**src/rtl/divider_pkg.sv**
```systemverilog
// Shared types and sizing helpers for the sequential restoring divider.
package divider_pkg;

    // Controller states of the divider
    typedef enum logic [1:0] {
        IDLE = 2'd0,
        RUN  = 2'd1,
        FIX  = 2'd2,
        FAST = 2'd3
    } state_t;

    // Bits needed to count 0..w iterations
    function automatic int unsigned cnt_width(input int unsigned w);
        return $clog2(w + 1);
    endfunction

endpackage

```
**src/rtl/div_step.sv**
```systemverilog
// One restoring-division iteration on unsigned magnitudes.
module div_step #(
    parameter int unsigned WIDTH = 8
) (
    input  logic [WIDTH-1:0] rem,
    input  logic [WIDTH-1:0] quo,
    input  logic [WIDTH-1:0] dmag,
    output logic [WIDTH-1:0] rem_next,
    output logic [WIDTH-1:0] quo_next
);

    // Shifted partial remainder needs one extra bit before the compare
    logic [WIDTH:0] rem_sh;
    logic [WIDTH:0] diff;

    // Shift {rem,quo} left, subtract the divisor when it fits
    always_comb begin
        rem_sh = {rem, quo[WIDTH-1]};
        diff   = rem_sh - {1'b0, dmag};
        if (rem_sh >= {1'b0, dmag}) begin
            rem_next = diff[WIDTH-1:0];
            quo_next = {quo[WIDTH-2:0], 1'b1};
        end else begin
            rem_next = rem_sh[WIDTH-1:0];
            quo_next = {quo[WIDTH-2:0], 1'b0};
        end
    end

endmodule

```
**src/rtl/seq_divider.sv**
```systemverilog
// Multi-cycle signed/unsigned divider with start/done handshake and
// single-cycle fast paths for divide-by-zero and MIN / -1.
module seq_divider
    import divider_pkg::*;
#(
    parameter int unsigned WIDTH  = 8,
    parameter bit          SIGNED = 1'b0
) (
    input  logic             clk,
    input  logic             rst_n,
    input  logic             start,
    input  logic [WIDTH-1:0] dividend,
    input  logic [WIDTH-1:0] divisor,
    output logic [WIDTH-1:0] quotient,
    output logic [WIDTH-1:0] remainder,
    output logic             busy,
    output logic             done,
    output logic             divide_by_zero,
    output logic             overflow
);

    localparam int unsigned    CW       = cnt_width(WIDTH);
    localparam logic [CW-1:0]  LAST_CNT = CW'(WIDTH - 1);
    localparam logic [WIDTH-1:0] MIN_VAL = {1'b1, {(WIDTH-1){1'b0}}};

    state_t           state;
    logic [WIDTH-1:0] rem_r;
    logic [WIDTH-1:0] quo_r;
    logic [WIDTH-1:0] dmag_r;
    logic [WIDTH-1:0] fast_val;
    logic [CW-1:0]    count;
    logic             neg_q;
    logic             neg_r;
    logic             fast_dz;

    logic             a_neg_c;
    logic             b_neg_c;
    logic [WIDTH-1:0] a_mag_c;
    logic [WIDTH-1:0] b_mag_c;
    logic             ovf_case_c;
    logic [WIDTH-1:0] rem_nx;
    logic [WIDTH-1:0] quo_nx;

    // Operand signs and unsigned magnitudes; |MIN| stays MIN as unsigned
    always_comb begin
        a_neg_c    = SIGNED && dividend[WIDTH-1];
        b_neg_c    = SIGNED && divisor[WIDTH-1];
        a_mag_c    = a_neg_c ? WIDTH'(-dividend) : dividend;
        b_mag_c    = b_neg_c ? WIDTH'(-divisor) : divisor;
        ovf_case_c = SIGNED && (dividend == MIN_VAL) && (divisor == '1);
    end

    div_step #(
        .WIDTH (WIDTH)
    ) u_step (
        .rem      (rem_r),
        .quo      (quo_r),
        .dmag     (dmag_r),
        .rem_next (rem_nx),
        .quo_next (quo_nx)
    );

    // Controller, datapath registers and registered outputs
    always_ff @(posedge clk or negedge rst_n) begin
        if (!rst_n) begin
            state          <= IDLE;
            rem_r          <= '0;
            quo_r          <= '0;
            dmag_r         <= '0;
            fast_val       <= '0;
            count          <= '0;
            neg_q          <= 1'b0;
            neg_r          <= 1'b0;
            fast_dz        <= 1'b0;
            quotient       <= '0;
            remainder      <= '0;
            busy           <= 1'b0;
            done           <= 1'b0;
            divide_by_zero <= 1'b0;
            overflow       <= 1'b0;
        end else begin
            done <= 1'b0;
            case (state)
                IDLE: begin
                    if (start) begin
                        busy <= 1'b1;
                        if (divisor == '0) begin
                            state    <= FAST;
                            fast_dz  <= 1'b1;
                            fast_val <= dividend;
                        end else if (ovf_case_c) begin
                            state    <= FAST;
                            fast_dz  <= 1'b0;
                            fast_val <= dividend;
                        end else begin
                            state  <= RUN;
                            rem_r  <= '0;
                            quo_r  <= a_mag_c;
                            dmag_r <= b_mag_c;
                            neg_q  <= a_neg_c ^ b_neg_c;
                            neg_r  <= a_neg_c;
                            count  <= '0;
                        end
                    end
                end
                RUN: begin
                    rem_r <= rem_nx;
                    quo_r <= quo_nx;
                    count <= count + CW'(1);
                    if (count == LAST_CNT) begin
                        state <= FIX;
                    end
                end
                FIX: begin
                    quotient       <= neg_q ? WIDTH'(-quo_r) : quo_r;
                    remainder      <= neg_r ? WIDTH'(-rem_r) : rem_r;
                    divide_by_zero <= 1'b0;
                    overflow       <= 1'b0;
                    done           <= 1'b1;
                    busy           <= 1'b0;
                    state          <= IDLE;
                end
                FAST: begin
                    if (fast_dz) begin
                        quotient       <= '0;
                        remainder      <= fast_val;
                        divide_by_zero <= 1'b1;
                        overflow       <= 1'b0;
                    end else begin
                        quotient       <= fast_val;
                        remainder      <= '0;
                        divide_by_zero <= 1'b0;
                        overflow       <= 1'b1;
                    end
                    done  <= 1'b1;
                    busy  <= 1'b0;
                    state <= IDLE;
                end
                default: begin
                    state <= IDLE;
                    busy  <= 1'b0;
                end
            endcase
        end
    end

endmodule
```
**config.mk**
```make
export PLATFORM = sky130hd
export DESIGN_NAME = seq_divider
export DESIGN_NICKNAME = d
export VERILOG_FILES = /design/src/rtl/divider_pkg.sv /design/src/rtl/div_step.sv /design/src/rtl/seq_divider.sv
export SDC_FILE = /design/constraint.sdc
export NUM_CORES = 1
export LEC_CHECK = 0
export BUFFER_PORTS_ARGS = -buffer_cell sky130_fd_sc_hd__buf_2
export CAP_MARGIN = 20
export CELL_PAD_IN_SITES_DETAIL_PLACEMENT = 1
export CELL_PAD_IN_SITES_GLOBAL_PLACEMENT = 1
export CORE_UTILIZATION = 45
export CTS_CLUSTER_SIZE = 12
export DETAILED_ROUTE_END_ITERATION = 10
export PLACE_DENSITY_LB_ADDON = 0.1
export SYNTH_ARGS = -nofsm -noshare
export SYNTH_HDL_FRONTEND = slang
export SYNTH_SLANG_ARGS = --single-unit
export TNS_END_PERCENT = 5
```
**constraint.sdc**
```tcl
create_clock -name clk -period 2.1 [get_ports clk]
set_input_delay 0.63 -clock clk [delete_from_list [all_inputs] [get_ports clk]]
set_output_delay 0.63 -clock clk [all_outputs]
set_load 0.01 [all_outputs]
```
==> reports/results.tsv <==
metric	value	unit
status	completed	
worst_r2r_path_depth	8	
ctsLongestPathBuffers	2	
first_global_vias	2513	
ctsRootBufferMaster	clkbuf_8	
drc	0	
avgSynthCellArea	10.2	um^2
layout.nets	364	
cp_slowest_stage_delay	410	ps
synth_seq_cells	59	
htree_levels	3	
ys_types	48	
first_iter_violations	164	
worstSkewPairLatency	340	ps
yosysTopAreaCellShare	50.8	%
antenna_found_initial	0	
setup_viol	0	
syn_inst	285	
floorplan.rows	28	
ir_drop	0.696	mV
synth_area	2910	um^2
fin_crit	1980	ps
hp-class	in2async	
fillCellCount	692	
ys.flop_type	dfrtp_1	
path_cells	inv_1 -> ha_1 -> fa_1 -> nand2b_1 -> a21oi_2 -> mux2i_1 -> o311ai_1 -> nand2_1	
cts_tree	done	
setup.worst_path.class	reg2reg	
cts_buffers	9	
crit_fanout	3	
p_leak	1.67	nW
detail-route-antenna-nets	0	
grt_pass1_wl	12500	um
fin_area	3490	um^2
clk_pin_slew	70	ps
drt-wirelength-per-cell	18.5	um
dr.pass1.iters	5	
synth_edf_count	0	
cap_violations	0	
numPortBuffers	38	
clock_sinks	59	
vias	2377	
start_kind	flip-flop	
fin_crit_sh	94.2	%
initial_core_util	48.0	%
slowest_stage	fa_1	
reg2reg_from	quo_r[7]	
grt.total_usage	25.8	%
hold_buffers	0	
yosysTopAreaCell	dfrtp_1	
die_area	6790	um^2
drive_above_1_share	27.7	%
ioPinCount	39	
p_total	6.30	mW
grt_max_degree	60	
ff2ff_setup_slack	120	ps
worst_ep_required_time	2310	ps
async_reset_ff_share	100	%
die_w	82.4	um
synth.most_common_cell	dfrtp_1	
worst-slew-pin-transition	410	ps
tns	0	ps
vias_per_cell	5.74	
fmax	0.505	GHz
grt.overflow.total	0	
slew_viol_final	0	
globalplace.congestion	0.814	
hold_viol_final	0	
diodes	0	
rsz0062_at_grt	no	
clock_skew	13.2	ps
p_per_area	1800	nW/um^2
syn_to_final_growth	20.0	%
slew_headroom	72.7	%
ys_top_cells_by_count	dfrtp_1 (59), nor2_1 (43), nand2_1 (22)	
wl	7650	um
end_kind	flip-flop	
fin_util	57.6	%
yosys-top-cells-area	dfrtp_1 (51%), nor2_1 (5.5%), a221oi_1 (4.8%), ha_1 (3.9%), mux2_2 (3.9%)	
place_area	3250	um^2
arrival	2190	ps
core-area	6060	um^2
yosysSeqAreaShare	50.8	%
syn-num-nets	314	
dp_hpwl	5430	um
die_h	82.4	um
hold_ws	284	ps
synth_warnings	0	
r2r_end	rem_r[6]	
-- layout make-up --
type                       instances  area (um^2)  area share (%)
sequential                        59         1480            42.3
clock inverter                     1         30.0           0.860
tap                               75         93.8            2.69
timing repair buffer              54          335            9.60
multi-input combinational        188         1290            36.9
clock buffer                      14          183            5.23
inverter                          23         86.3            2.47
-- cells in the final DEF (no fill, tap or decap), types with 3 or more instances in the layout --
| cell type | count |
|---|---|
| dfrtp_1 | 59 |
| nor2_1 | 43 |
| buf_2 | 38 |
| nand2_1 | 22 |
| inv_1 | 21 |
| a221oi_1 | 16 |
| buf_4 | 14 |
| clkbuf_8 | 13 |
| o21ai_1 | 12 |
| mux2_2 | 10 |
| o21ai_0 | 9 |
| ha_1 | 8 |
| a222oi_1 | 6 |
| a21oi_1 | 6 |
| a21oi_2 | 4 |
| nand2b_1 | 4 |
| nand3_1 | 4 |
| mux2i_1 | 4 |
| a32oi_1 | 3 |
| or3_1 | 3 |
| o311ai_1 | 3 |
-- flip-flops by register name, summed over array words and instances, names as in the netlist --
signal,flops
busy,1
remainder,8
fast_val,8
quo_r,8
quotient,8
divide_by_zero,1
done,1
rem_r,8
count,4
state,2
dmag_r,8
fast_dz,1
overflow,1
-- where the power goes --
group	switching, mW	leakage (nW)	total, mW	internal, mW
combinational	1.83	0.833	3.21	1.38
sequential	0.346	0.724	1.98	1.64
clock	0.436	0.109	1.11	0.672
total	2.61	1.67	6.30	3.69
-- how the worst max path moves through the flow --
stage | from | endpoint | slack [ps] | cells after the start
floorplan | quo_r[7] | rem_r[6] | 210 | 8
finish | quo_r[7] | rem_r[6] | 120 | 8
global placement | quo_r[7] | rem_r[6] | 7 | 8
global route | quo_r[7] | rem_r[6] | 10 | 8
CTS | rem_r[1] | rem_r[7] | 0.1 | 6
detailed placement | quo_r[7] | rem_r[6] | 9 | 8
-- what timing repair did --
action / CTS / global route
setup buffers: 0 / 1
resized for setup: 0 / 7
endpoints found under the setup margin: 0 / 7
-- critical path: cells and delay by family (launching register included) --
| kind | cells | cell delay (ps) |
|---|---|---|
| AO/OA/AOI/OAI | 2 | 420 |
| adder cells (fa/ha/maj) | 2 | 640 |
| buffers and inverters | 1 | 60 |
| flip-flops | 1 | 370 |
| multiplexers | 1 | 90 |
| AND/OR/NAND/NOR | 2 | 280 |
-- through the flow --
stage	cells	setup WS, ps
after floorplan	285	210
after global placement	398	7.33
after detailed placement	398	9.23
after CTS	413	0.127
after global routing	414	12.2
final	414	121
-- metal layers --
metal	vias up	track usage, %	part of all wire, %
li1	1118	-	-
met1	1187	34.1	47
met2	60	40.9	47
met3	12	5.71	3.9
met4	0	10.4	2.0
met5	-	0	0
-- logic make-up after synthesis --
logic type,Yosys count,share of synthesized area [%]
AOI/OAI and AO/OA,71,18.1
and+or+nand+nor,89,14.3
muxes,14,5.25
buffers and inverters,38,5.85
DFF,59,50.8
adders and majority gates,10,4.56
xor gates and xnor gates,4,1.20
Note: power is estimated with default switching activity, not from simulation.
